## src/rtl/ternary_acc_pkg.sv

```systemverilog
// ---------------------------------------------------------------------------
// ternary_acc_pkg
// Shared widths, limits, types and the saturating accumulate helper for the
// ternary dot-product accumulator slice.
//   IN_W    : width of the signed partial dot product from the ternary unit
//   ACC_W   : width of the signed saturating accumulator
//   OUT_W   : width of the signed requantised activation
//   SHIFT_W : width of the runtime right-shift control
// ---------------------------------------------------------------------------
package ternary_acc_pkg;

    localparam int IN_W    = 16;
    localparam int ACC_W   = 24;
    localparam int OUT_W   = 8;
    localparam int SHIFT_W = 4;

    typedef logic signed [ACC_W-1:0] acc_t;
    typedef logic signed [ACC_W:0]   accx_t;
    typedef logic signed [OUT_W-1:0] out_t;
    typedef logic signed [IN_W-1:0]  in_t;

    localparam acc_t ACC_MAX = {1'b0, {(ACC_W-1){1'b1}}};
    localparam acc_t ACC_MIN = {1'b1, {(ACC_W-1){1'b0}}};
    localparam out_t OUT_MAX = {1'b0, {(OUT_W-1){1'b1}}};
    localparam out_t OUT_MIN = {1'b1, {(OUT_W-1){1'b0}}};

    typedef enum logic {
        ACCUM = 1'b0,
        HOLD  = 1'b1
    } state_e;

    typedef struct packed {
        acc_t sum;
        logic clamped;
    } sat_sum_t;

    // Add one partial sum to the accumulator one bit wider than the
    // accumulator; if the two top bits disagree the true sum left the
    // accumulator range and the top bit tells which rail to clamp to.
    function automatic sat_sum_t satAccAdd(input acc_t acc, input in_t data);
        accx_t    wide;
        sat_sum_t res;
        wide = accx_t'(acc) + accx_t'(data);
        res.clamped = wide[ACC_W] ^ wide[ACC_W-1];
        if (!res.clamped) begin
            res.sum = wide[ACC_W-1:0];
        end else if (wide[ACC_W]) begin
            res.sum = ACC_MIN;
        end else begin
            res.sum = ACC_MAX;
        end
        return res;
    endfunction

endpackage

```

## src/rtl/ternary_requant.sv

```systemverilog
// ---------------------------------------------------------------------------
// ternary_requant
// Combinational requantiser: rounding arithmetic right shift, optional ReLU,
// then saturation to the signed output width.
//   sum_i   : saturated accumulator value for the finished vector
//   shift_i : right-shift amount (0 leaves the sum unshifted)
//   relu_i  : 1 = clamp negative rounded results to zero
//   data_o  : requantised activation
//   clamp_o : output saturation occurred (ReLU zeroing does not count)
// ---------------------------------------------------------------------------
module ternary_requant
    import ternary_acc_pkg::*;
(
    input  acc_t               sum_i,
    input  logic [SHIFT_W-1:0] shift_i,
    input  logic               relu_i,
    output out_t               data_o,
    output logic               clamp_o
);

    accx_t              bias;
    accx_t              rounded;
    logic [SHIFT_W-1:0] shiftMinusOne;

    // Rounding is done one bit wider than the accumulator so that adding
    // half an LSB to a value at the positive rail cannot wrap negative.
    // ReLU is applied to the rounded value, then the result is clamped
    // to the output range and the clamp is reported.
    always_comb begin
        bias          = '0;
        shiftMinusOne = shift_i - {{(SHIFT_W-1){1'b0}}, 1'b1};
        if (shift_i != '0) begin
            bias = accx_t'(1) <<< shiftMinusOne;
        end
        rounded = (accx_t'(sum_i) + bias) >>> shift_i;

        if (relu_i && rounded[ACC_W]) begin
            rounded = '0;
        end

        data_o  = rounded[OUT_W-1:0];
        clamp_o = 1'b0;
        if (rounded > accx_t'(OUT_MAX)) begin
            data_o  = OUT_MAX;
            clamp_o = 1'b1;
        end else if (rounded < accx_t'(OUT_MIN)) begin
            data_o  = OUT_MIN;
            clamp_o = 1'b1;
        end
    end

endmodule

```

## src/rtl/ternary_dot_accumulator.sv

```systemverilog
// ---------------------------------------------------------------------------
// ternary_dot_accumulator
// Accumulates the 16-bit partial dot products of one neuron's input vector,
// requantises the sum to int8 and offers it on a valid/ready output.
//   clk, rst             : clock and synchronous active-high reset
//   in_valid/in_ready    : partial-sum handshake
//   in_data, in_last     : signed partial sum, last chunk of the vector
//   cfg_shift, cfg_relu  : requantisation controls, taken with the last beat
//   out_valid/out_ready  : activation handshake
//   out_data, out_sat    : activation and "some saturation happened" flag
// ---------------------------------------------------------------------------
module ternary_dot_accumulator
    import ternary_acc_pkg::*;
(
    input  logic               clk,
    input  logic               rst,
    input  logic               in_valid,
    output logic               in_ready,
    input  logic [IN_W-1:0]    in_data,
    input  logic               in_last,
    input  logic [SHIFT_W-1:0] cfg_shift,
    input  logic               cfg_relu,
    output logic               out_valid,
    input  logic               out_ready,
    output logic [OUT_W-1:0]   out_data,
    output logic               out_sat
);

    state_e   state_q;
    state_e   state_d;
    acc_t     acc_q;
    acc_t     acc_d;
    logic     ovf_q;
    logic     ovf_d;
    out_t     outData_q;
    out_t     outData_d;
    logic     outSat_q;
    logic     outSat_d;

    sat_sum_t addRes;
    out_t     reqData;
    logic     reqClamp;
    logic     beatAccept;
    logic     lastAccept;

    // The incoming beat is always added speculatively; whether the result
    // is kept depends on the handshake below.
    always_comb begin
        addRes = satAccAdd(acc_q, in_t'(in_data));
    end

    ternary_requant u_requant (
        .sum_i   (addRes.sum),
        .shift_i (cfg_shift),
        .relu_i  (cfg_relu),
        .data_o  (reqData),
        .clamp_o (reqClamp)
    );

    // State register: HOLD means the output register carries an activation.
    always_ff @(posedge clk) begin
        if (rst) begin
            state_q <= ACCUM;
        end else begin
            state_q <= state_d;
        end
    end

    // Next state: a finished vector always lands in HOLD, even while the
    // previous one drains, which gives one vector per cycle back-to-back.
    always_comb begin
        state_d = state_q;
        case (state_q)
            ACCUM: if (lastAccept) state_d = HOLD;
            HOLD:  if (out_ready && !lastAccept) state_d = ACCUM;
            default: state_d = ACCUM;
        endcase
    end

    // Handshake outputs. in_ready depends only on the output register and
    // out_ready, so there is no path from in_valid back to in_ready.
    always_comb begin
        out_valid  = (state_q == HOLD);
        in_ready   = !out_valid || out_ready;
        beatAccept = in_valid && in_ready;
        lastAccept = beatAccept && in_last;
    end

    // Datapath next state: the last beat loads the output register and
    // clears the accumulator in the same edge so the next vector starts
    // clean; a stalled or idle cycle leaves everything untouched.
    always_comb begin
        acc_d     = acc_q;
        ovf_d     = ovf_q;
        outData_d = outData_q;
        outSat_d  = outSat_q;
        if (lastAccept) begin
            acc_d     = '0;
            ovf_d     = 1'b0;
            outData_d = reqData;
            outSat_d  = ovf_q || addRes.clamped || reqClamp;
        end else if (beatAccept) begin
            acc_d = addRes.sum;
            ovf_d = ovf_q || addRes.clamped;
        end
    end

    // Datapath registers.
    always_ff @(posedge clk) begin
        if (rst) begin
            acc_q     <= '0;
            ovf_q     <= 1'b0;
            outData_q <= '0;
            outSat_q  <= 1'b0;
        end else begin
            acc_q     <= acc_d;
            ovf_q     <= ovf_d;
            outData_q <= outData_d;
            outSat_q  <= outSat_d;
        end
    end

    assign out_data = outData_q;
    assign out_sat  = outSat_q;

endmodule

```

## config.mk

```make
export PLATFORM = sky130hd
export DESIGN_NAME = ternary_dot_accumulator
export DESIGN_NICKNAME = d
export VERILOG_FILES = /design/src/rtl/ternary_acc_pkg.sv /design/src/rtl/ternary_requant.sv /design/src/rtl/ternary_dot_accumulator.sv
export SDC_FILE = /design/constraint.sdc
export NUM_CORES = 1
export LEC_CHECK = 0
export BUFFER_PORTS_ARGS = -buffer_cell sky130_fd_sc_hd__buf_2
export CAP_MARGIN = 5
export CORE_ASPECT_RATIO = 1.2
export CORE_MARGIN = 1.5
export CORE_UTILIZATION = 58
export CTS_BUF_LIST = sky130_fd_sc_hd__clkbuf_8
export DETAILED_ROUTE_END_ITERATION = 8
export GPL_TIMING_DRIVEN = 0
export PLACE_DENSITY = 0.8
export SETUP_SLACK_MARGIN = 0.15
export SLEW_MARGIN = 10
export SYNTH_ARGS = -nofsm -noshare
export SYNTH_HDL_FRONTEND = slang
export SYNTH_SLANG_ARGS = --single-unit
```

## constraint.sdc

```tcl
create_clock -name clk -period 7.3 [get_ports clk]
set_input_delay 1.095 -clock clk [delete_from_list [all_inputs] [get_ports clk]]
set_output_delay 1.095 -clock clk [all_outputs]
set_load 0.02 [all_outputs]
```

# Word level (Yosys, flattened, before mapping)
# Cells that the tools add are included.
word_totals:
  reg_bits: 35
  word_cells: 36
  in_bits: 26
  out_inout_bits: 11
classes:
  n_addsub: 3
  magnitude_cmp: 2
  shift: 2
  reduce_logical: 11
  n_bitwise: 2
  mux: 11
op_table:
  columns: ["op", "count"]
  rows:
  - ["25-bit two-way mux", 2]
  - ["24-bit two-way mux", 2]
  - ["24-bit by 16-bit adder with 25-bit output", 1]
  - ["24-bit by 25-bit adder with 25-bit output", 1]
  - ["25-bit by 8-bit greater-than comparator with 1-bit output (second input constant)", 1]
  - ["25-bit by 8-bit < comparator with 1-bit output (second input constant)", 1]
  - ["2-bit by 4-bit <<< shifter with 25-bit output (first input constant)", 1]
  - ["25-bit by 4-bit >>> shifter with 25-bit output", 1]
  - ["8-bit two-way mux", 2]
  - ["1-bit logical AND", 4]
  - ["1-bit two-way mux", 4]
  - ["4-bit nonzero test", 1]
  - ["4-bit by 1-bit subtractor with 4-bit output (second input constant)", 1]
  - ["1-bit logical OR", 3]
  - ["1-bit logical NOT", 2]
  - ["1-bit case mux with 2 select lines", 1]
  - ["2-bit OR reduction", 1]
  - ["1-bit NOT", 1]
  - ["1-bit bitwise XOR", 1]

# Longest topological paths before layout
# Gate-level depths: netlist (run 1).
logic_depth:
  depth_word: 11
  mapped_depth: 33
  mapped_depth_nobuf: 30

# Hierarchy
# A second synthesis (run 1) with hierarchy kept.
unflattened:
  hier_cells: 919
  area_unflattened_um2: 6507.5
modules_own_cells:
  columns: ["mod", "seq_area_each_um2", "area_each_um2", "cells_per_inst", "instances"]
  rows:
  - ["ternary_requant", 0.0, 3573.4, 541, 1]
  - ["ternary_dot_accumulator", 700.7, 2934.1, 378, 1]

# Least setup slack after synthesis (run 1)
# Ideal clock, no wire load.
synth_timing:
  kind: "input -> register"
  startpoint: "input in_data[0]"
  endpoint: "register outSat_q (netlist: out_sat)"
  setup_time_ns: 0.126
  path_stages: 31
  required_time_ns: 7.174
  slack_ns: -0.376
  t_arrival_ns: 7.550
  cell_sequence: "ha_1 inv_1 fa_1 nand2b_1 a21o_1 and2_1 o211ai_1 o21bai_1 nor3_1 or2_1 buf_2 nor2_1 nor2_1 ha_1 inv_1 fa_1 nor2b_1 o211ai_1 a211oi_2 a311o_1 o22ai_1 or3b_2 nor4_2 o31ai_1 or3b_1 mux4_2 a211o_1 or4_1 buf_2 o21ai_0 o21ai_1"
synth_rtl:
  columns: ["item", "line", "text"]
  rows:
  - ["start, declared", "ternary_dot_accumulator.sv:19", "input logic [IN_W-1:0] in_data,"]
  - ["end signal, assigned", "ternary_dot_accumulator.sv:119", "outSat_q <= outSat_d;"]
  - ["end, declared", "ternary_dot_accumulator.sv:37", "logic outSat_q;"]

==> flow_summary.yaml, run 1 <==
grt:
  grt_max_degree: 11
  antenna_found_initial: 0
  grt_pass1_wl_um: 33700
  track_usage: 0.366
  grt_pass1_vias: 7004
  grt-ovfl-total: 0
routing:
  drt_iter0_markers: 711
  vias: 7936
  ant_nets: 0
  viasPerCell: 6.94
  drt_wl_total_um: 23300
  first_pass_iters: 6
  wl_per_cell_um: 20.4
  remaining_drc_errors: 0
timing:
  fmax_mhz: 132
  rsz0062_at_grt: "yes"
  fin_ws_ns: -0.295
  period_needed_ns: 7.60
  maxSlewViolCount: 0
  skew_ns: 0.0149
  hold_violations: 0
  worstMarginPinSlew_ns: 0.748
  finalCritPeriodShare: 1.04
  final-setup-viol-count: 8
  slew_headroom: 0.498
run:
  drv_cap: 0
critical_path:
  cp.arrival_ns: 7.77
  cpMaxStageDelayCell: "mux4_2"
  crit_top_cell: "buf_6"
  critPathMaxFanout: 9
  cp.required_ns: 7.48
  crit_family: "compound AO/OA/AOI/OAI gates"
  path_class: "input pin to flop"
  critPathBufInv: 7
  slowest_delay_ns: 0.50
  critPathLaunchType: "input pin"
  worstSetupEndpointType: "flop"
synth:
  synth.distinct_cells: 98
  synth_common_cells: "nor2_1, nand2_1, a21oi_1"
  syn_avg_cell_area_um2: 6.89
  synth_area_leaders: "dfxtp_1, ha_1, nor2_1"
  seq_area_frac_synth: 0.113
  synthFlopType: "dfxtp_1"
  synth_area_leader_cell: "dfxtp_1"
  async_flop_share: 0
  netlist.area_leader.share: 0.113
  ys_seq_elements: 35
  syn-num-nets: 969
  synth_most_common_cell: "nor2_1"
  synth_edf_count: 0
  yosysWarnings: 0
  syn_inst: 901
  syn_area_um2: 6210
cts:
  clockRootBuffer: "clkbuf_8"
  clock_latency_ns: 0.31
  clock_path_buffers: 2
  cts_inserted_buffers: 5
  clock_sinks: 35
  cts_tree: "yes"
  htree_levels: 2
  clkSlewWorstSetupHoldPaths_ns: 0.08
cells_and_area:
  drive_gt1_frac: 0.268
  syn_to_final_growth_pct: 29.2
  layout.nets: 1082
  final_util: 0.766
  n_antenna_cell: 0
run_status:
  violations: "negative setup slack"
  outcome: "complete, but fails checks"
placement:
  io_buffers: 34
  place_congestion: 1.03
  dpl.hpwl_um: 16400
floorplanning:
  core_region_area_um2: 10500
  die-width_um: 97.4
  rows: 41
  fp.dieH_um: 116
  io_pins: 37
  die-area_um2: 11300
  start_util: 0.593
power_and_ir_drop:
  p_leak_nw: 3.26
  combPwrFrac: 0.763
  swShare: 0.511
  p_sw_mw: 0.836
  clkPwrFrac: 0.097
  vdd_drop_max_uv: 125
  total_power_mw: 1.64
  p_per_area_nw_per_um2: 204
  power_frac_seq: 0.140
  internal-power_mw: 0.801
worst_hold_path:
  min_path_type: "flop to flop"
power groups by stage:
stage                     logic, mW  clock network [mW]  registers [mW]
after detailed placement      0.979                   0           0.232
final                          1.25               0.158           0.229
after floorplan               0.751                   0           0.240
after CTS                      1.06               0.155           0.228
after global routing           1.33               0.162           0.231
after global placement        0.973                   0           0.231
what timing repair did:
| action | CTS | global route |
|---|---|---|
| gates cloned | 0 | 2 |
| hold buffers | 0 | 0 |
| buffers inserted | 30 | 40 |
| pin swaps | 31 | 42 |
| endpoints found under the setup margin | 9 | 8 |
| resized for setup | 55 | 87 |
cell families (layout without fill, tap and decap cells):
kind of cell	count (synthesis)	count (layout)	share of synthesized area
xor+xnor	31	31	0.0449
compound gates	341	341	0.380
other cells	1	1	0.000604
mux	26	26	0.0552
fa+ha+maj	43	43	0.0887
flops	35	35	0.113
simple gates	350	350	0.270
buf+inv	74	187	0.0476
state kept, by name, summed over array words and instances (netlist names):
signal / count
out_data: 8
out_valid: 1
ovf_q: 1
acc_q: 24
out_sat: 1
metal layers:
metal  vias up  global-route usage  share of wire
li1       3643                   -              -
met1      3648               0.422           0.37
met2       486               0.647           0.48
met3       159              0.0437          0.079
met4         0               0.240          0.074
met5         -                   0              0
final cells by class:
cell class / instances / area, um^2
Sequential cell: 35 / 701
Fill cell: 810 / 2440
Buffer: 49 / 279
Inverter: 25 / 93.8
Clock inverter: 1 / 5.00
Timing Repair Buffer: 106 / 768
Multi-Input combinational cell: 792 / 5930
Clock buffer: 6 / 82.6
Tap cell: 129 / 161
path summary, 6_finish.rpt:
path / depth (start not counted) / to / slack [ns] / from
max: 31 / out_data[6]$_SDFFE_PP0P_ / -0.30 / in_data[15]
min: 2 / acc_q[14]$_SDFFE_PP0P_ / 0.46 / acc_q[14]$_SDFFE_PP0P_
max reg2reg: 34 / out_data[6]$_SDFFE_PP0P_ / 0.19 / acc_q[0]$_SDFFE_PP0P_
min reg2reg: 2 / acc_q[14]$_SDFFE_PP0P_ / 0.46 / acc_q[14]$_SDFFE_PP0P_
worst min-delay path, stage by stage, from the launching register on:
cell and delay (ns):
dfxtp_1 0.32, nand2_1 0.05, a21oi_1 0.05
placed cells by master, fill, tap and decap left out, drive strengths merged, types with 6 or more instances in the layout:
master,netlist,layout
buf,21,130
nor2,117,117
nand2,108,108
a21oi,80,80
o21ai,61,61
ha,40,40
dfxtp,35,35
clkbuf,28,31
a211oi,26,26
xnor2,25,25
inv,24,24
nor3,22,22
o211ai,20,20
nand3,18,18
o21bai,17,17
a21o,16,16
a31oi,15,15
mux2i,14,14
nand4,14,14
and2,13,13
o21a,11,11
or2,11,11
o22ai,11,11
nand2b,8,8
a211o,7,7
xor2,6,6
mux4,6,6
mux2,6,6
or4,6,6
through the flow:
step	hold slack (ns)	setup TNS, ns	area (um^2)	instances	setup slack, ns
6_report	0.463	-2.24	8020	1143	-0.295
5_1_grt	0.485	-4.07	8020	1143	-0.532
4_1_cts	0.464	-1.81	7340	1101	-0.241
3_5_place_dp	0.452	-12.43	6760	1064	-1.58
3_3_place_gp	0.440	-12.14	6760	1064	-1.55
2_1_floorplan	0.428	-0.0263	6430	901	-0.0263
Note: power is estimated with default switching activity, not from simulation.
==> run 2: changes to the inputs <==
--- a/config.mk
+++ b/config.mk
@@ -7,13 +7,15 @@
 export LEC_CHECK = 0
 export BUFFER_PORTS_ARGS = -buffer_cell sky130_fd_sc_hd__buf_2
 export CAP_MARGIN = 5
+export CELL_PAD_IN_SITES_DETAIL_PLACEMENT = 0
+export CELL_PAD_IN_SITES_GLOBAL_PLACEMENT = 1
 export CORE_ASPECT_RATIO = 1.2
 export CORE_MARGIN = 1.5
-export CORE_UTILIZATION = 58
+export CORE_UTILIZATION = 42
 export CTS_BUF_LIST = sky130_fd_sc_hd__clkbuf_8
 export DETAILED_ROUTE_END_ITERATION = 8
 export GPL_TIMING_DRIVEN = 0
-export PLACE_DENSITY = 0.8
+export PLACE_DENSITY_LB_ADDON = 0.1
 export SETUP_SLACK_MARGIN = 0.15
 export SLEW_MARGIN = 10
 export SYNTH_ARGS = -nofsm -noshare
==> run 2 against run 1 <==
  * The flow still finishes with violations (negative setup slack)
  * Global-route usage down 4.5 points
  * Highest routed layer unchanged
  * Count of clock-buffer cells in the layout unchanged
  * Critical path depth grew 3
  * Power fell by 0.56%
  * Final cell count rose by 4.1%
  * First-iteration DRC count is 27% lower
  * Final area grew 0.76%
  * Sequential cell count did not move
  * Register-to-register slack worse by 0.08 ns
==> flow_summary.yaml, run 2 (same netlist as run 1, synthesis figures left out) <==
routing:
  wl_per_cell_um: 21.5
  drt_wl_total_um: 25600
  remaining_drc_errors: 0
  top_layer: "met4"
  viasPerCell: 6.44
  routed-wl-met2_um: 12900
  ant_nets: 0
  met1_length_um: 10200
  drt_iter0_markers: 520
  routed-wl-met3_um: 1140
  vias: 7658
  first_pass_iters: 5
critical_path:
  critPathMaxFanout: 8
  critPathLaunchType: "input pin"
  r2r_cells: 33
  reg2reg_to: "out_data[5]$_SDFFE_PP0P_"
  cpMaxStageDelayCell: "mux4_2"
  worstSetupEndpointType: "flop"
  r2r_slack_ns: 0.11
  cp.required_ns: 7.49
  crit_top_cell: "buf_6"
  path_class: "input pin to flop"
  slowest_delay_ns: 0.50
  worstReg2RegStart: "acc_q[0]$_SDFFE_PP0P_"
  cp.arrival_ns: 7.80
grt:
  antenna_found_initial: 0
  grt-ovfl-total: 0
  grt_pass1_wl_um: 39100
  grt_max_degree: 11
  grt_pass1_vias: 7420
  track_usage: 0.322
timing:
  worstMarginPinSlew_ns: 0.911
  fin_ws_ns: -0.309
  skew_ns: 0.0116
  fmax_mhz: 131
  slew_headroom: 0.389
  maxSlewViolCount: 0
  period_needed_ns: 7.61
  finalCritPeriodShare: 1.04
  hold_violations: 0
  rsz0062_at_grt: "yes"
  final-setup-viol-count: 8
worst_hold_path:
  min_path_type: "flop to flop"
  min_from: "out_data[7]$_SDFFE_PP0P_"
  hold_path_end: "out_data[7]$_SDFFE_PP0P_"
  min_path_cells: 2
placement:
  dpl.hpwl_um: 19400
  place_congestion: 0.950
  placed_cell_area_um2: 6820
  io_buffers: 34
cells_and_area:
  largest_register_ffs: 24
  final_cell_mix: "nor2_1, nand2_1, buf_4"
  top_register: "acc_q"
  drive_gt1_frac: 0.283
  n_antenna_cell: 0
  syn_to_final_growth_pct: 30.2
  final_common_cell: "nor2_1"
  layout.nets: 1083
  fin_area_um2: 8080
run:
  drv_cap: 0
cts:
  clockRootBuffer: "clkbuf_8"
  clkSlewWorstSetupHoldPaths_ns: 0.08
  cts_hold_buf: 0
  cts_inserted_buffers: 5
  htree_levels: 2
  cts_tree: "yes"
  clock_latency_ns: 0.32
  clock_sinks: 35
  clock_path_buffers: 2
run_status:
  violations: "negative setup slack"
  outcome: "complete, but fails checks"
floorplanning:
  die-area_um2: 15500
  fp.dieH_um: 136
  core_region_area_um2: 14400
  start_util: 0.431
  io_pins: 37
  rows: 48
  die-width_um: 114
power_and_ir_drop:
  p_leak_nw: 3.24
  vdd_drop_max_uv: 111
  p_per_area_nw_per_um2: 201
  total_power_mw: 1.63
[run 2: report_power, final]
| group | leakage [nW] | switching (mW) | total, mW | internal, mW |
|---|---|---|---|---|
| Combinational | 2.91 | 0.736 | 1.24 | 0.500 |
| Clock | 0.0470 | 0.0865 | 0.161 | 0.0743 |
| Sequential | 0.288 | 0.0165 | 0.231 | 0.214 |
[run 2: worst max-delay path by stage]
stage,end,depth (start not counted),slack [ns],start
final,out_data[5]$_SDFFE_PP0P_,34,-0.31,in_data[0]
after global routing,out_data[5]$_SDFFE_PP0P_,32,-0.50,in_data[8]
after CTS,out_data[2]$_SDFFE_PP0P_,33,-0.21,in_data[0]
after detailed placement,out_data[0]$_SDFFE_PP0P_,30,-1.63,in_data[0]
after global placement,out_sat$_SDFFE_PP0P_,30,-1.63,in_data[0]
after floorplan,out_sat$_SDFFE_PP0P_,30,-0.03,in_data[0]
[run 2: worst max-delay path, delay by kind of cell]
kind	cells	cell delay [ns]
mux	1	0.50
fa+ha+maj	4	1.02
compound gates	12	2.06
buf+inv	8	1.00
simple gates	9	2.12
[run 2: timing repair]
action	CTS	global route
gates resized for setup	93	50
setup buffers	54	19
pin swaps	45	20
endpoints found under the setup margin	9	8
[run 2: through the flow]
step / TNS [ns] / instances / hold WS (ns) / setup slack, ns / util
2_1_floorplan: -0.0263 / 901 / 0.428 / -0.0263 / -
4_1_cts: -1.45 / 1171 / 0.462 / -0.212 / 0.537
5_1_grt: -3.88 / 1190 / 0.482 / -0.503 / 0.561
3_3_place_gp: -13.13 / 1110 / 0.441 / -1.63 / 0.473
6_report: -2.31 / 1190 / 0.455 / -0.309 / 0.561
3_5_place_dp: -13.17 / 1110 / 0.451 / -1.63 / 0.473
[run 2: cell type report]
type / instances / area (um^2)
Clock buffer: 6 / 82.6
Inverter: 25 / 93.8
Timing Repair Buffer: 107 / 741
Tap cell: 175 / 219
Fill cell: 1450 / 6330
Clock inverter: 1 / 5.00
Sequential cell: 35 / 701
Buffer: 49 / 283
Multi-Input combinational cell: 792 / 5960
[run 2: metal layers]
| layer | vias to the layer above | global-route usage |
|---|---|---|
| li1 | 3636 | - |
| met4 | 0 | 0.176 |
| met5 | - | 0 |
| met1 | 3646 | 0.369 |
| met2 | 286 | 0.585 |
| met3 | 90 | 0.0308 |
